### config.mk
export PLATFORM = sky130hd
export DESIGN_NAME = spi_flash_stream_reader
export DESIGN_NICKNAME = d
export VERILOG_FILES = /design/src/rtl/spi_flash_stream_reader.sv
export SDC_FILE = /design/constraint.sdc
export NUM_CORES = 1
export LEC_CHECK = 0
export BUFFER_PORTS_ARGS = -buffer_cell sky130_fd_sc_hd__buf_2
export CAP_MARGIN = 10
export CORE_ASPECT_RATIO = 1.2
export CORE_MARGIN = 2
export CORE_UTILIZATION = 52
export CTS_CLUSTER_DIAMETER = 50
export DETAILED_ROUTE_END_ITERATION = 8
export PLACE_DENSITY = 0.79
export SLEW_MARGIN = 20
export SYNTH_ARGS = -nofsm -noshare
export SYNTH_HDL_FRONTEND = slang
export SYNTH_SLANG_ARGS = --single-unit
### constraint.sdc
create_clock -name clk -period 2.3 [get_ports clk]
set_input_delay 0.115 -clock clk [delete_from_list [all_inputs] [get_ports clk]]
set_output_delay 0.115 -clock clk [all_outputs]
set_load 0.02 [all_outputs]
### src/rtl/spi_flash_stream_reader.sv
// SPI mode-0 NOR flash read engine: one address/length request in, a valid/ready
// byte stream out, with SCLK paused at bit 7 while the consumer holds a byte.
module spi_flash_stream_reader #(
    parameter int CLK_DIV        = 1,
    parameter int ADDR_WIDTH     = 24,
    parameter int FAST_READ      = 0,
    parameter int LEN_WIDTH      = 16,
    parameter int CS_HIGH_CYCLES = 4
) (
    input  logic                  clk,
    input  logic                  reset,
    input  logic                  req_valid,
    output logic                  req_ready,
    input  logic [ADDR_WIDTH-1:0] req_addr,
    input  logic [LEN_WIDTH-1:0]  req_len,
    input  logic                  abort,
    output logic [7:0]            data,
    output logic                  data_valid,
    input  logic                  data_ready,
    output logic                  data_last,
    output logic                  busy,
    output logic                  flash_sclk,
    output logic                  flash_cs,
    output logic                  flash_si,
    input  logic                  flash_so
);

    localparam logic [2:0] S_IDLE  = 3'd0;
    localparam logic [2:0] S_CMD   = 3'd1;
    localparam logic [2:0] S_ADDR  = 3'd2;
    localparam logic [2:0] S_DUMMY = 3'd3;
    localparam logic [2:0] S_DATA  = 3'd4;
    localparam logic [2:0] S_DESEL = 3'd5;

    localparam int DIV_W = (CLK_DIV > 1) ? $clog2(CLK_DIV) : 1;
    localparam int CSC_W = (CS_HIGH_CYCLES > 1) ? $clog2(CS_HIGH_CYCLES) : 1;
    localparam int TX_W  = 8 + ADDR_WIDTH;

    localparam logic [DIV_W-1:0] DIV_LAST = DIV_W'(CLK_DIV - 1);
    localparam logic [CSC_W-1:0] CSC_LAST = CSC_W'(CS_HIGH_CYCLES - 1);
    localparam logic [7:0] READ_CMD = (ADDR_WIDTH == 32) ?
                                      ((FAST_READ != 0) ? 8'h0C : 8'h13) :
                                      ((FAST_READ != 0) ? 8'h0B : 8'h03);

    logic [2:0]           state;
    logic [DIV_W-1:0]     div_cnt;
    logic [5:0]           bit_cnt;
    logic [5:0]           field_last;
    logic [TX_W-1:0]      tx_sr;
    logic [6:0]           rx_sr;
    logic [LEN_WIDTH-1:0] len_cnt;
    logic [CSC_W-1:0]     cs_cnt;
    logic                 phase_end;
    logic                 stall;
    logic                 rise;
    logic                 bit_end;

    assign req_ready = (state == S_IDLE);
    assign busy      = (state != S_IDLE) || data_valid;
    assign phase_end = (div_cnt == DIV_LAST);

    // Only bit 7's low phase may stretch: by then the previous byte must be gone,
    // so the byte completing at the end of bit 7 never lands on an unconsumed one.
    assign stall   = (state == S_DATA) && (bit_cnt == 6'd7) && !flash_sclk &&
                     data_valid && !data_ready;
    assign rise    = !flash_sclk && phase_end && !stall;
    assign bit_end = flash_sclk && phase_end;

    always_comb begin
        field_last = 6'd7;
        if (state == S_ADDR)
            field_last = 6'(ADDR_WIDTH - 1);
    end

    always_ff @(posedge clk or posedge reset) begin
        if (reset) begin
            state      <= S_IDLE;
            div_cnt    <= '0;
            bit_cnt    <= '0;
            tx_sr      <= '0;
            rx_sr      <= '0;
            len_cnt    <= '0;
            cs_cnt     <= '0;
            data       <= '0;
            data_valid <= 1'b0;
            data_last  <= 1'b0;
            flash_sclk <= 1'b0;
            flash_cs   <= 1'b1;
            flash_si   <= 1'b0;
        end else begin
            if (data_valid && data_ready) begin
                data_valid <= 1'b0;
                data_last  <= 1'b0;
            end

            if (abort && state != S_IDLE) begin
                state      <= S_DESEL;
                flash_cs   <= 1'b1;
                flash_sclk <= 1'b0;
                flash_si   <= 1'b0;
                data_valid <= 1'b0;
                data_last  <= 1'b0;
                div_cnt    <= '0;
                bit_cnt    <= '0;
                rx_sr      <= '0;
                if (state != S_DESEL)
                    cs_cnt <= CSC_LAST;
            end else begin
                case (state)
                    S_IDLE: begin
                        if (req_valid) begin
                            state    <= S_CMD;
                            flash_cs <= 1'b0;
                            flash_si <= READ_CMD[7];
                            tx_sr    <= {READ_CMD[6:0], req_addr, 1'b0};
                            len_cnt  <= req_len;
                            div_cnt  <= '0;
                            bit_cnt  <= '0;
                        end
                    end

                    S_DESEL: begin
                        if (cs_cnt == '0)
                            state <= S_IDLE;
                        else
                            cs_cnt <= cs_cnt - 1'b1;
                    end

                    S_CMD, S_ADDR, S_DUMMY, S_DATA: begin
                        if (rise) begin
                            flash_sclk <= 1'b1;
                            div_cnt    <= '0;
                        end else if (bit_end) begin
                            flash_sclk <= 1'b0;
                            div_cnt    <= '0;
                            bit_cnt    <= bit_cnt + 6'd1;
                            if (state == S_CMD || state == S_ADDR) begin
                                flash_si <= tx_sr[TX_W-1];
                                tx_sr    <= tx_sr << 1;
                            end
                            if (state == S_DATA)
                                rx_sr <= {rx_sr[5:0], flash_so};

                            if (bit_cnt == field_last) begin
                                bit_cnt <= '0;
                                case (state)
                                    S_CMD:   state <= S_ADDR;
                                    S_ADDR: begin
                                        flash_si <= 1'b0;
                                        state    <= (FAST_READ != 0) ? S_DUMMY : S_DATA;
                                    end
                                    S_DUMMY: state <= S_DATA;
                                    default: begin
                                        data       <= {rx_sr, flash_so};
                                        data_valid <= 1'b1;
                                        data_last  <= (len_cnt == '0);
                                        if (len_cnt == '0) begin
                                            state    <= S_DESEL;
                                            flash_cs <= 1'b1;
                                            cs_cnt   <= CSC_LAST;
                                        end else begin
                                            len_cnt <= len_cnt - 1'b1;
                                        end
                                    end
                                endcase
                            end
                        end else if (!phase_end) begin
                            div_cnt <= div_cnt + 1'b1;
                        end
                    end

                    default: state <= S_IDLE;
                endcase
            end
        end
    end

endmodule

# --- Yosys cells after proc, flatten, opt, wreduce, memory -nomap -nowiden ---
# Cells that the tools add are included.
word_totals:
  register_bits: 80
  word_cells: 165
classes:
  n_addsub: 4
  eq_ne: 26
  n_mux: 80
  n_bitwise: 4
  n_reduce_logical: 38
op_table:
  columns: ["operator", "count"]
  rows:
  - ["32-bit two-way mux", 4]
  - ["16-bit two-way mux", 6]
  - ["32-bit case mux with 2 select lines", 1]
  - ["1-bit two-way mux", 35]
  - ["7-bit two-way mux", 5]
  - ["16-bit case mux with 2 select lines", 1]
  - ["6-bit two-way mux", 5]
  - ["3-bit inequality test (second input constant)", 8]
  - ["3-bit two-way mux", 7]
  - ["6-bit AND reduction", 3]
  - ["16-bit zero test", 1]
  - ["2-bit two-way mux", 8]
  - ["8-bit AND reduction", 2]
  - ["16-bit by 1-bit subtractor with 16-bit output (second input constant)", 1]
  - ["2-bit inequality test (second input constant)", 7]
  - ["6-bit case mux with 2 select lines", 1]
  - ["3-bit nonzero test", 4]
  - ["1-bit logical AND", 9]
  - ["3-bit case mux with 3 select lines", 1]
  - ["4-bit AND reduction", 2]
  - ["2-bit nonzero test", 4]
  - ["7-bit AND reduction", 1]
  - ["6-bit by 1-bit adder with 6-bit output (second input constant)", 1]
  - ["3-bit by 2-bit equality test with 1-bit output (second input constant)", 2]
  - ["22 further kinds", 33]

# --- Depth between registers and ports, before layout ---
depth:
  ltp_word: 10
  mapped_depth: 8

# --- Worst setup path before layout ---
# OpenSTA, ideal clock, no wires.
synth_timing:
  kind: "register -> register"
  from: "register bit_cnt[0]"
  to: "register len_cnt[1]"
  arrival_ns: 2.013
  required_ns: 2.175
  path_slack_ns: 0.162
  stages_incl_launch_ff: 7
  path_cell_list: "dfrtp_1 ha_1 and4bb_4 nand3b_4 or4_4 a22oi_4 mux2_4"
synth_between:
  elab_chain_cells: 9
synth_rtl:
  columns: ["item", "line_no", "source"]
  rows:
  - ["from (decl)", "47", "logic [5:0] bit_cnt;"]
  - ["from (signal assigned)", "136", "bit_cnt <= bit_cnt + 6'd1;"]
  - ["6-bit by 3-bit equality test with 1-bit output", "64", "assign stall = (state == S_DATA) && (bit_cnt == 6'd7) && !flash_sclk &&"]
  - ["1-bit logical AND (3 in a row)", "64", null]
  - ["1-bit logical AND", "65", "data_valid && !data_ready;"]
  - ["1-bit zero test", "66", "assign rise = !flash_sclk && phase_end && !stall;"]
  - ["1-bit logical AND", "66", null]
  - ["2-bit inequality test (no source line)", null, null]
  - ["8-bit AND reduction (no source line) (*)", null, null]
  - ["to (signal assigned)", "116", "len_cnt <= req_len;"]
  - ["to (signal assigned)", "162", "len_cnt <= len_cnt - 1'b1;"]
  - ["to (decl)", "51", "logic [LEN_WIDTH-1:0] len_cnt;"]
# Every way passes the cells marked *; elsewhere a longest branch is shown, timed or not.
# A chain may end at the register's enable or synchronous reset.

# --- Worst setup path in the final report ---
# Ends and elaborated chain as after synthesis.

==> reports/summary.txt <==
grt total ovfl - 0
top post-synthesis cells by area - dfrtp_1 (44%), nand2_1 (7.5%), nor2_1 (4.9%), a31oi_1 (4.2%), o21ai_0 (4.0%)
Clk pin slew, worst setup/hold paths - 90 ps
post-synthesis register bit count - 78
Core Box Area - 8150 sq um
Mapped Cells - 498
post-synth top area share - 44.2%
R2R setup slack - 110 ps
vias after detailed routing - 4151
Fin. Hold Viols - 0
ys flop type - dfrtp_1
Worst R2R End - len_cnt[1]$_DFFE_PP0P_
P_sw - 2.50 mW
Skew-Pair Late Insertion Delay - 370 ps
Critical Path RT - 2560 ps
clk_skew - 14.1 ps
DRC - 0
arrival time worst endpoint - 2450 ps
Sw Ratio - 40.9%
Starting Density - 53.5%
sequential power share - 37.0%
initial antenna violation count - 0
outcome - complete, no violations
leading area contributor after synthesis - dfrtp_1
Vias/cell - 5.95
Worst Min Path Start - req_addr[5]
die height - 104 microns
aggregate global-route resource usage - 25.4%
Boundary Pins - 61
HPWL Detailed - 7.45 mm
Pint - 3.60 mW
CTS tree - done
crit start category - register
Rows - 36
Slew headroom - 49.2%
max-capacitance violation count - 0
layout cells sized above 1 - 22.8%
Yosys cell types - 66
hold depth - 3
worst hold slack - 6.62 ps
PwrDens - 1140 nW/um^2
H-tree depth - 3
Die X - 87.6 microns
fin util - 65.4%
async set-or-reset flop fraction in the synthesized netlist - 100%
Hold Crit Class - in -> reg
CP max stage delay - 530 ps
Setup Fix Bufs, Post-CTS - 0
CP Launch Point - bit_cnt[0]$_DFFE_PP0P_
clock buffer count from CTS - 9
final non-filler cell total - 698
Max Clk Rate - 0.456 GHz
vias in the first global route - 4029
count of pins over their slew limit - 0
drt first pass iters - 5
clock sinks - 78
Detailed Route WL - 11.1 mm
worst reg2reg path depth - 6
crit-path max FO - 4
Layout Nets - 629
Setup crit end kind - register
Static Leak - 2.39 nW
Clock Path Buffers - 2
CP max stage cell - or4_4
root buffer cell - clkbuf_8
dpl cells - 664
Peak VDD IR - 0.000539 V
crit path kind - reg -> reg
combinational power share - 41.8%
die area - 9140 sq um
Setup Viol. Count Final - 0
Final Cycle Share - 95.3%
CP cell instances - ha_1, and4bb_4, nand3b_4, or4_4, a22oi_4, mux2_4
synth warn - 0
DR iter-0 viols - 315
global-route wire length before repair - 18.7 mm
Post-Syn Area per Cell - 8.76 sq um
Hold EP - tx_sr[6]$_DFFE_PP0P_
r2r startpoint - bit_cnt[0]$_DFFE_PP0P_
ANT nets after route - 0
Routability Congestion - 0.896
actual slew at the worst max-slew pin - 762 ps
min Tclk post-route - 2190 ps
Seq/Total Area, Yosys - 44.8%
largest net degree at the start of global routing - 57
Clock power frac - 21.2%
IO buf count - 60
number of flops mapped to enable cells by yosys - 0
average routed wire per standard cell - 15.9 microns
Synth Cell Area - 4360 sq um
Syn Nets - 548
ANT cells - 0
area delta synth->final - 22.3%
[worst max-delay path: cells and delay by family, from the launching register on]
family	cells	cell delay [ps]
AOI/OAI and AO/OA	1	230
adders and majority gates	1	230
DFF	1	380
muxes	1	310
and+or+nand+nor	3	930
[power by group through the flow]
stage	logic [mW]	registers, mW	clock network (mW)
2_1_floorplan	1.86	2.12	0
3_3_place_gp	2.39	2.23	0
3_5_place_dp	2.46	2.26	0
4_1_cts	2.50	2.24	1.31
5_1_grt	2.85	2.33	1.36
6_report	2.55	2.26	1.29
[through the flow]
step                TNS, ps  total power, mW  setup WS [ps]  cell area [sq um]
global placement          0             4.62            164               4880
global route          -68.6             6.54          -18.1               5330
CTS                       0             6.05            103               5310
floorplan                 0             3.98            162               4360
detailed placement        0             4.72            125               4880
finish                    0             6.10            108               5330
[Yosys cell counts (4+ instances only)]
library cell  instances
nand4_1               5
a2bb2oi_1             4
a22oi_1               6
mux2_2               10
o31ai_1               4
nand2_1              87
dfrtp_1              77
inv_1                11
nor3_1                8
a31oi_1              29
clkbuf_1             20
nor3b_1               7
o21ai_0              35
nor2_1               57
a21oi_1              17
buf_2                 8
nand3_1              10
ha_1                  4
and2_1                6
nor2b_1              12
o211ai_1              8
[kinds of logic after synthesis]
logic type | count (synthesis) | synth area share (%)
AOI/OAI and AO/OA | 139 | 21.5
DFF | 78 | 44.8
and+or+nand+nor | 216 | 24.3
adders and majority gates | 4 | 1.15
xor gates and xnor gates | 2 | 0.402
muxes | 14 | 3.62
buffers and inverters | 45 | 4.28
[per-layer routing]
layer  vias up  wire length, microns  GRT usage (%)
met5         -                     0              0
met4         0                   346           13.3
met3        31                   613           3.10
met2       146                  5440           40.7
met1      2015                  4710           33.2
li1       1959                     -              -
[what timing repair did]
| action | in CTS | in global routing |
|---|---|---|
| setup endpoints to repair | 0 | 35 |
| gates resized for setup | 0 | 3 |
| hold buffers | 17 | 0 |
| hold endpoints to repair | 37 | 0 |
[worst max path at each step]
stage / to / slack, ps
final: len_cnt[1]$_DFFE_PP0P_ / 110
after global routing: len_cnt[11]$_DFFE_PP0P_ / -20
after CTS: len_cnt[1]$_DFFE_PP0P_ / 100
after detailed placement: len_cnt[1]$_DFFE_PP0P_ / 120
after global placement: len_cnt[1]$_DFFE_PP0P_ / 160
after floorplan: len_cnt[1]$_DFFE_PP0P_ / 160
[registers in the layout (all words and copies together) (netlist names), 2 cells and up]
name and count:
bit_cnt 6, state 3, tx_sr 31, cs_cnt 2
len_cnt 16, data 8, rx_sr 7
[cell type report]
class | count | area [sq um]
Clock buffer | 10 | 138
Inverter | 12 | 45.0
Fill cell | 686 | 2820
Tap cell | 114 | 143
Sequential cell | 78 | 1950
Multi-Input combinational cell | 376 | 2250
Timing Repair Buffer | 102 | 683
Clock inverter | 6 | 116
[cells in the final DEF, fill, tap and decap left out, drive strengths merged, types with 4 or more instances in the layout]
master / n
a21oi: 17
a22oi: 7
a2bb2oi: 4
a31oi: 29
and2: 6
and3: 4
buf: 85
clkbuf: 10
dfrtp: 77
dlygate4sd3: 17
ha: 4
inv: 12
mux2: 11
nand2: 87
nand3: 10
nand4: 5
nor2: 58
nor2b: 12
nor3: 10
nor3b: 7
nor4: 5
o211ai: 8
o21ai: 35
o31ai: 4
Note: power is estimated with default switching activity, not from simulation.
